### src/rtl/alu_arbiter_pkg.sv
// Shared types for the two-requester ALU arbiter.
// Holds FSM states, opcode type and status flag bit positions.
package alu_arbiter_pkg;

    typedef enum logic [1:0] {
        ST_IDLE = 2'd0,
        ST_EXEC = 2'd1,
        ST_RESP = 2'd2
    } state_e;

    typedef logic [2:0] alu_op_t;

    localparam alu_op_t OP_ADD = 3'd0;
    localparam alu_op_t OP_SUB = 3'd1;
    localparam alu_op_t OP_AND = 3'd2;
    localparam alu_op_t OP_OR  = 3'd3;
    localparam alu_op_t OP_XOR = 3'd4;
    localparam alu_op_t OP_SLL = 3'd5;
    localparam alu_op_t OP_SRL = 3'd6;
    localparam alu_op_t OP_SLT = 3'd7;

    localparam int STAT_N = 3;
    localparam int STAT_Z = 2;
    localparam int STAT_C = 1;
    localparam int STAT_V = 0;

endpackage

### src/rtl/alu_arbiter_alu.sv
// Combinational ALU shared by both requesters.
// Produces a result and {N,Z,C,V} flags.
module alu_arbiter_alu
    import alu_arbiter_pkg::*;
#(
    parameter int Width = 32
) (
    input  logic [Width-1:0] a_i,
    input  logic [Width-1:0] b_i,
    input  alu_op_t          op_i,
    output logic [Width-1:0] result_o,
    output logic [3:0]       status_o
);

    localparam int ShW = $clog2(Width);

    logic [Width:0] sum;
    logic [Width:0] dif;
    logic           carry;
    logic           ovf;

    assign sum = {1'b0, a_i} + {1'b0, b_i};
    // Subtract as a + ~b + 1 so C means "no borrow".
    assign dif = {1'b0, a_i} + {1'b0, ~b_i} + {{Width{1'b0}}, 1'b1};

    always_comb begin
        result_o = '0;
        carry    = 1'b0;
        ovf      = 1'b0;
        unique case (op_i)
            OP_ADD: begin
                result_o = sum[Width-1:0];
                carry    = sum[Width];
                ovf      = (a_i[Width-1] == b_i[Width-1]) &&
                           (sum[Width-1] != a_i[Width-1]);
            end
            OP_SUB: begin
                result_o = dif[Width-1:0];
                carry    = dif[Width];
                ovf      = (a_i[Width-1] != b_i[Width-1]) &&
                           (dif[Width-1] != a_i[Width-1]);
            end
            OP_AND: result_o = a_i & b_i;
            OP_OR:  result_o = a_i | b_i;
            OP_XOR: result_o = a_i ^ b_i;
            OP_SLL: result_o = a_i << b_i[ShW-1:0];
            OP_SRL: result_o = a_i >> b_i[ShW-1:0];
            OP_SLT: result_o = {{(Width-1){1'b0}},
                                ($signed(a_i) < $signed(b_i))};
            default: result_o = '0;
        endcase
    end

    always_comb begin
        status_o         = '0;
        status_o[STAT_N] = result_o[Width-1];
        status_o[STAT_Z] = (result_o == '0);
        status_o[STAT_C] = carry;
        status_o[STAT_V] = ovf;
    end

endmodule

### src/rtl/alu_arbiter.sv
// Two requesters share one ALU, one operation in flight.
// IDLE accepts, EXEC computes, RESP holds until consumed.
module alu_arbiter
    import alu_arbiter_pkg::*;
#(
    parameter bit RoundRobin = 1'b1,
    parameter int DataWidth  = 32
) (
    input  logic                 clk,
    input  logic                 rst_n,
    input  logic                 req0_valid,
    output logic                 req0_ready,
    input  logic [DataWidth-1:0] req0_a,
    input  logic [DataWidth-1:0] req0_b,
    input  logic [2:0]           req0_opcode,
    input  logic                 req1_valid,
    output logic                 req1_ready,
    input  logic [DataWidth-1:0] req1_a,
    input  logic [DataWidth-1:0] req1_b,
    input  logic [2:0]           req1_opcode,
    output logic                 rsp0_valid,
    input  logic                 rsp0_ready,
    output logic [DataWidth-1:0] rsp0_result,
    output logic [3:0]           rsp0_status,
    output logic                 rsp1_valid,
    input  logic                 rsp1_ready,
    output logic [DataWidth-1:0] rsp1_result,
    output logic [3:0]           rsp1_status
);

    state_e                      state_q, state_d;
    logic                        owner_q, owner_d;
    logic                        last_q, last_d;
    logic [DataWidth-1:0]        a_q, a_d;
    logic [DataWidth-1:0]        b_q, b_d;
    alu_op_t                     op_q, op_d;
    logic [1:0]                  rv_q, rv_d;
    logic [1:0][DataWidth-1:0]   res_q, res_d;
    logic [1:0][3:0]             st_q, st_d;

    logic                        idle;
    logic                        both;
    logic                        winner;
    logic                        accept;
    logic                        own_rdy;
    logic [DataWidth-1:0]        alu_res;
    logic [3:0]                  alu_st;

    // Gating with rst_n keeps ready low during reset.
    assign idle   = rst_n && (state_q == ST_IDLE);
    assign both   = req0_valid && req1_valid;
    assign winner = RoundRobin ? (both ? ~last_q : req1_valid)
                               : ~req0_valid;
    assign accept = idle && (req0_valid || req1_valid);

    assign req0_ready = idle && !winner && req0_valid;
    assign req1_ready = idle &&  winner && req1_valid;

    assign own_rdy = owner_q ? rsp1_ready : rsp0_ready;

    alu_arbiter_alu #(
        .Width (DataWidth)
    ) u_alu (
        .a_i      (a_q),
        .b_i      (b_q),
        .op_i     (op_q),
        .result_o (alu_res),
        .status_o (alu_st)
    );

    always_comb begin
        state_d = state_q;
        owner_d = owner_q;
        last_d  = last_q;
        a_d     = a_q;
        b_d     = b_q;
        op_d    = op_q;
        rv_d    = rv_q;
        res_d   = res_q;
        st_d    = st_q;
        unique case (state_q)
            ST_IDLE: begin
                if (accept) begin
                    owner_d = winner;
                    last_d  = winner;
                    a_d     = winner ? req1_a : req0_a;
                    b_d     = winner ? req1_b : req0_b;
                    op_d    = winner ? req1_opcode : req0_opcode;
                    state_d = ST_EXEC;
                end
            end
            ST_EXEC: begin
                res_d[owner_q] = alu_res;
                st_d[owner_q]  = alu_st;
                rv_d[owner_q]  = 1'b1;
                state_d        = ST_RESP;
            end
            ST_RESP: begin
                if (own_rdy) begin
                    rv_d[owner_q] = 1'b0;
                    state_d       = ST_IDLE;
                end
            end
            default: state_d = ST_IDLE;
        endcase
    end

    always_ff @(posedge clk or negedge rst_n) begin
        if (!rst_n) begin
            state_q <= ST_IDLE;
            owner_q <= 1'b0;
            last_q  <= 1'b1;
            a_q     <= '0;
            b_q     <= '0;
            op_q    <= OP_ADD;
            rv_q    <= '0;
            res_q   <= '0;
            st_q    <= '0;
        end else begin
            state_q <= state_d;
            owner_q <= owner_d;
            last_q  <= last_d;
            a_q     <= a_d;
            b_q     <= b_d;
            op_q    <= op_d;
            rv_q    <= rv_d;
            res_q   <= res_d;
            st_q    <= st_d;
        end
    end

    assign rsp0_valid  = rv_q[0];
    assign rsp1_valid  = rv_q[1];
    assign rsp0_result = res_q[0];
    assign rsp1_result = res_q[1];
    assign rsp0_status = st_q[0];
    assign rsp1_status = st_q[1];

endmodule

### config.mk
export PLATFORM = sky130hd
export DESIGN_NAME = alu_arbiter
export DESIGN_NICKNAME = d
export VERILOG_FILES = /design/src/rtl/alu_arbiter_pkg.sv /design/src/rtl/alu_arbiter_alu.sv /design/src/rtl/alu_arbiter.sv
export SDC_FILE = /design/constraint.sdc
export NUM_CORES = 1
export LEC_CHECK = 0
export CAP_MARGIN = 20
export CORE_ASPECT_RATIO = 0.8
export CORE_MARGIN = 2
export CORE_UTILIZATION = 41
export CTS_CLUSTER_SIZE = 25
export DETAILED_ROUTE_END_ITERATION = 6
export DONT_BUFFER_PORTS = 1
export PLACE_DENSITY = 0.64
export SLEW_MARGIN = 0
export SYNTH_ARGS = -nofsm -noshare
export SYNTH_HDL_FRONTEND = slang
export SYNTH_SLANG_ARGS = --single-unit
### constraint.sdc
create_clock -name clk -period 5.3 [get_ports clk]
set_input_delay 0.53 -clock clk [delete_from_list [all_inputs] [get_ports clk]]
set_output_delay 0.53 -clock clk [all_outputs]
set_load 0.02 [all_outputs]
# Word level (Yosys, flattened, before mapping)

Cells that the tools add are included.

$mul: 0
Shift-type cells: 2
Div/mod/pow operators: 0
Mux-type cells: 21
Add/sub/neg operators: 3
Bitwise gates (word level): 8
Equal/unequal tests: 15
Order comparisons: 3
Reduce and logical (&&, ||, !) cells: 19

Operator list:

| cell                                           | number |
|---|---|
| case mux 32 bit (8 select lines)               | 1 |
| 2-to-1 mux 32 bit                              | 3 |
| adder 32 x 32 -> 33 bit                        | 2 |
| bitwise mux 64 bit                             | 1 |
| adder 33 x 1 -> 33 bit (second input constant) | 1 |
| bitwise AND 32 bit                             | 1 |
| demux 32 bit (select 1 bit)                    | 1 |
| zero test 32 bit                               | 1 |
| less-than comparator 32 bit                    | 1 |
| inverter 32 bit                                | 1 |
| bitwise OR 32 bit                              | 1 |
| << shifter 32 x 5 -> 32 bit                    | 1 |
| right shift 32 x 5 -> 32 bit                   | 1 |
| XOR 32 bit                                     | 1 |
| == test 3 bit (second input constant)          | 4 |
| logical AND 1 bit                              | 10 |
| bitwise mux 8 bit                              | 1 |
| == test 3 x 2 -> 1 bit (second input constant) | 2 |
| 2-to-1 mux 2 bit                               | 3 |
| case mux 2 bit (3 select lines)                | 1 |
| AND reduction 2 bit                            | 3 |
| demux 4 bit (select 1 bit)                     | 1 |
| 2-to-1 mux 4 bit                               | 1 |
| != test 2 bit (second input constant)          | 2 |
| other kinds (21)                               | 26 |

Output and inout bits: 76
Memories: 0
ROM bits: 0
Latch bits: 0
Word-level logic and storage cells: 82
Register bits: 145
Memory bits (writable): 0

# Longest topological paths before layout

Word-level depth: 8
Mapped depth: 18
Gate-level depth less buffers: 14

# Modules after synthesis

From an unflattened synthesis, not the netlist that was laid out.

Cell total of the unflattened synthesis: 1726
Area, all modules: 14940.6 um^2

By module, submodules not included:

| module          | instances | cells each | area each (um^2) | seq. area each (um^2) |
|---|---|---|---|---|
| alu_arbiter_alu | 1         | 1303       | 8871.0           | 0.0 |
| alu_arbiter     | 1         | 423        | 6069.6           | 3629.7 |

# Least setup slack after synthesis

Ideal clock, no wire load.

Path type: register to register
Start: register b_q[2]
End: register st_q (netlist bit rsp1_status[2])
Stages on the path, launching flop included: 19
Clock period less this slack: 4.104 ns
Arrival time: 4.008 ns
Path buffers: 5
Setup slack: 1.196 ns
Cells stage by stage: dfrtp_1 > buf_2 > buf_2 > clkinv_1 > buf_2 > buf_1 > ha_1 > buf_2 > o21bai_1 > nand3_1 > a2111oi_4 > nor3_1 > or3_1 > a211oi_1 > mux2i_1 > a21oi_1 > and4_1 > nand4_1 > o31ai_1

Cells in the longest elaborated chain, start to end: 6
Elaborated cells on any way between the ends: 13
Those cells by class: add/sub: 3; order compare: 1; shift: 2; mux: 2; bitwise: 4; reduce/logical: 1

Ends and longest elaborated chain:

| item                               | RTL line              | RTL |
|---|---|---|
| start, declared                    | alu_arbiter.sv:35     | `logic [DataWidth-1:0] b_q, b_d;` |
| start signal, assigned             | alu_arbiter.sv:114    | `b_q <= '0;` |
| start signal, assigned             | alu_arbiter.sv:124    | `b_q <= b_d;` |
| inverter 32 bit                    | alu_arbiter_alu.sv:24 | `assign dif = {1'b0, a_i} + {1'b0, ~b_i} + {{Width{1'b0}}, 1'b1};` |
| adder 32 x 32 -> 33 bit            | alu_arbiter_alu.sv:24 |  |
| adder 33 x 1 -> 33 bit             | alu_arbiter_alu.sv:24 |  |
| case mux 32 bit (8 select lines) * | alu_arbiter_alu.sv:30 | `unique case (op_i)` |
| zero test 32 bit *                 | alu_arbiter_alu.sv:57 | `status_o[STAT_Z] = (result_o == '0);` |
| bitwise mux 8 bit *                | alu_arbiter.sv:94     | `st_d[owner_q] = alu_st;` |
| end signal, assigned               | alu_arbiter.sv:128    | `st_q <= st_d;` |
| end, declared                      | alu_arbiter.sv:39     | `logic [1:0][3:0] st_q, st_d;` |

Every way passes the cells marked *; elsewhere a longest branch is shown, timed or not.
A chain may end at the register's enable or synchronous reset.

# Worst setup path after layout

Start: register b_q[0]
End: register st_q (netlist bit rsp0_status[2])

Same word-level chain as after synthesis.

==> summary.txt <==
Outcome
  • Status: finished with violations
  • Failing checks: design-rule violations

Setup path
  • Crit-path max FO: 66
  • Critical path class: reg -> reg
  • Critical path launch point type: flip-flop
  • Capturing element type of the critical path: flip-flop
  • Crit path required time: 5.68 ns
  • Reg2reg start: b_q[0]
  • Setup crit start: b_q[0]
  • Crit path DAT: 5.21 ns

Global route
  • Vias in the first global route: 15.9k
  • GRT Overall Usage: 37.3%
  • Pin count of the biggest net entering global routing: 144
  • Met1 Use GR: 55.2%
  • First-pass GRT wire length: 112000 um
  • Met2 usage: 52.9%
  • Grt total ovfl: 0
  • Met3 Resource Use GR: 7.81%
  • Initial antenna violation count: 2
  • GR peak layer: met1

Cells and area
  • Reg area: 3590 um2
  • Multi-input gate area: 11300 um2
  • Share of layout cells above drive strength 1: 10.4%
  • Fill count: 3864
  • Area delta synth->final: 7.44%
  • Most common cell after layout, fill and taps aside: nand2_1
  • Most frequent cells in the layout: 280 x nand2_1, 209 x o21ai_0, 148 x nor2_1
  • Final net count: 2234

Floorplanning
  • IO Count: 216
  • Effective utilization at floorplan: 41.7%
  • Chip height: 181 um
  • Core outline area: 38400 um2
  • Die width: 225 um
  • Die area: 40600 um2
  • Core Rows: 64

STA
  • Final period utilization: 91.2%
  • Setup Viol. Count Final: 0
  • Hold Vio Cnt, Final: 0
  • Relative slew slack: 30.2%
  • Fin. max-slew vios: 0
  • Fin Setup TNS: 0 ns
  • Skew final: 0.0164 ns
  • Least-Margin Pin Slew: 1.04 ns
  • Max Fclk: 0.207 GHz
  • RSZ-0062 raised after global routing: no
  • Period minus WS final: 4.83 ns

Clock tree
  • Clock Path Buffers: 2
  • CTS Sinks: 143
  • Root Driver: clkbuf_16
  • Clock slew at reported path FFs: 0.07 ns
  • Hold buffer count at cts: 1
  • CTS tree: done
  • # resized after CTS: 0
  • Number of H-tree levels: 4
  • Post-CTS setup buffer count: 0
  • Worst-Skew Late Latency: 0.48 ns
  • Num CTS Buffers: 17

Synthesis
  • Post-synth top area share: 22.2%
  • Compound-cell area share of the yosys netlist: 28.4%
  • Largest family of logic cells by synthesized area: compound AO/OA/AOI/OAI gates
  • Seq/Total Area, Yosys: 22.4%
  • Synth Warn #: 0
  • Synth top area cells: dfrtp_1 22%, mux2i_1 7.9%, ha_1 7.6%
  • Post-synth cell types: 101
  • Async SR Flop Fraction: 100%
  • Syn Area/Cell: 7.70 um2
  • Multiplexer share of the synthesized area: 13.9%
  • Cell Area, Synth: 16000 um2
  • Post-synthesis xor/xnor area fraction: 1.09%
  • Post-Synth Adder-Cell Area: 7.83%
  • Synth Instances: 2077
  • Number of flops mapped to enable cells by yosys: 0
  • Synth Flop Type: dfrtp_1
  • Synth Area in Simple Gates: 19.0%
  • Cell taking the most area after synthesis: dfrtp_1
  • Syn Nets: 2316
  • Yosys reg bits: 143

Drt
  • ANT nets after route: 0
  • Initial detailed-routing violation count: 2325
  • Vias post-DR: 17.0k
  • Final wirelength: 76400 um
  • Vias per Instance: 6.78
  • WL/cell: 30.5 um
  • 1st-pass router iterations: 7
  • Remaining DRCs: 4

Run
  • Max_cap viols: 0

Placed design
  • HPWL after DPL: 58900 um
  • GPL Wtd Cong: 1.02
  • Port bufs: 0

Worst hold path
  • Hold Crit Class: in -> async
==> synth_stat cells, drive strengths merged, types with 17 or more instances <==
cell,count
nor3,42
dfrtp,142
mux4,23
a21oi,121
buf,76
nand4,20
inv,102
mux2i,129
a22oi,37
o22ai,53
clkbuf,100
nand2,281
nand3,44
a221oi,17
mux2,35
a31oi,18
ha,97
nor2,148
o211ai,32
o21ai,213
a211oi,30
o31ai,23
nor2b,24
==> state kept, by name, indices dropped and copies added (netlist names), named ones only <==
signal       cells
a_q             32
b_q             32
rsp0_result     32
rsp1_result     32
op_q             3
rsp0_status      3
rsp1_status      3
state_q          2
last_q           1
owner_q          1
==> metrics by stage <==
stage	util [%]	std cells	cell area, um2	hold slack (ns)	setup WS, ns
2_1_floorplan	-	2077	16000	0.234	1.20
3_3_place_gp	42.9	2468	16500	0.238	0.621
3_5_place_dp	42.9	2468	16500	0.238	0.600
4_1_cts	44.7	2501	17200	0.0647	0.575
5_1_grt	44.8	2503	17200	0.102	0.186
6_report	44.8	2504	17200	0.0362	0.466
==> cell type report <==
| type | count | area share (%) |
|---|---|---|
| timing repair buffer | 75 | 3.76 |
| tap | 495 | 3.60 |
| clock buffer | 19 | 2.58 |
| multi-input combinational | 1655 | 65.6 |
| sequential | 143 | 20.9 |
| antenna | 1 | 0.0146 |
| inverter | 103 | 2.25 |
| clock inverter | 13 | 1.31 |
==> cells by family (layout without fill, tap and decap cells) <==
| group | after synthesis | in the layout |
|---|---|---|
| muxes | 187 | 187 |
| AOI/OAI and AO/OA | 690 | 690 |
| xor gates and xnor gates | 20 | 20 |
| and+or+nand+nor | 659 | 659 |
| other | 0 | 1 |
| buffers and inverters | 279 | 210 |
| adders and majority gates | 99 | 99 |
| DFF | 143 | 143 |
==> worst paths after layout <==
path                              endpoint  slack, ns  cells after the start
min                                 a_q[3]       0.04                      1
max reg2reg                 rsp0_status[2]       0.47                     13
max in group asynchronous  rsp1_result[24]       4.65                      1
min reg2reg                        b_q[31]       0.51                      2
max                         rsp0_status[2]       0.47                     13
min in group clk                   a_q[16]       0.25                      2
==> critical path, stage by stage, from the launching register on <==
cell	delay, ns
dfrtp_4	0.68
buf_12	0.36
buf_4	0.35
mux2_2	0.40
mux2_2	0.32
mux2i_1	0.36
nor2_1	0.08
a221oi_1	0.38
nor2_1	0.09
o21ai_0	0.59
and4b_1	0.36
and4_1	0.30
nand4_1	0.19
o31ai_1	0.23
==> routing by layer <==
layer  routed length, um  part of all wire (%)  up-vias
met5                   0                     0        -
met4                2870                   3.8        0
met3                7610                    10      134
met2               31300                    41     1035
met1               34600                    45     8349
li1                    -                     -     7460
Power is left out: the tool's default activity adds up to more than one toggle a clock period on the data nets, which glitch-free logic cannot reach.
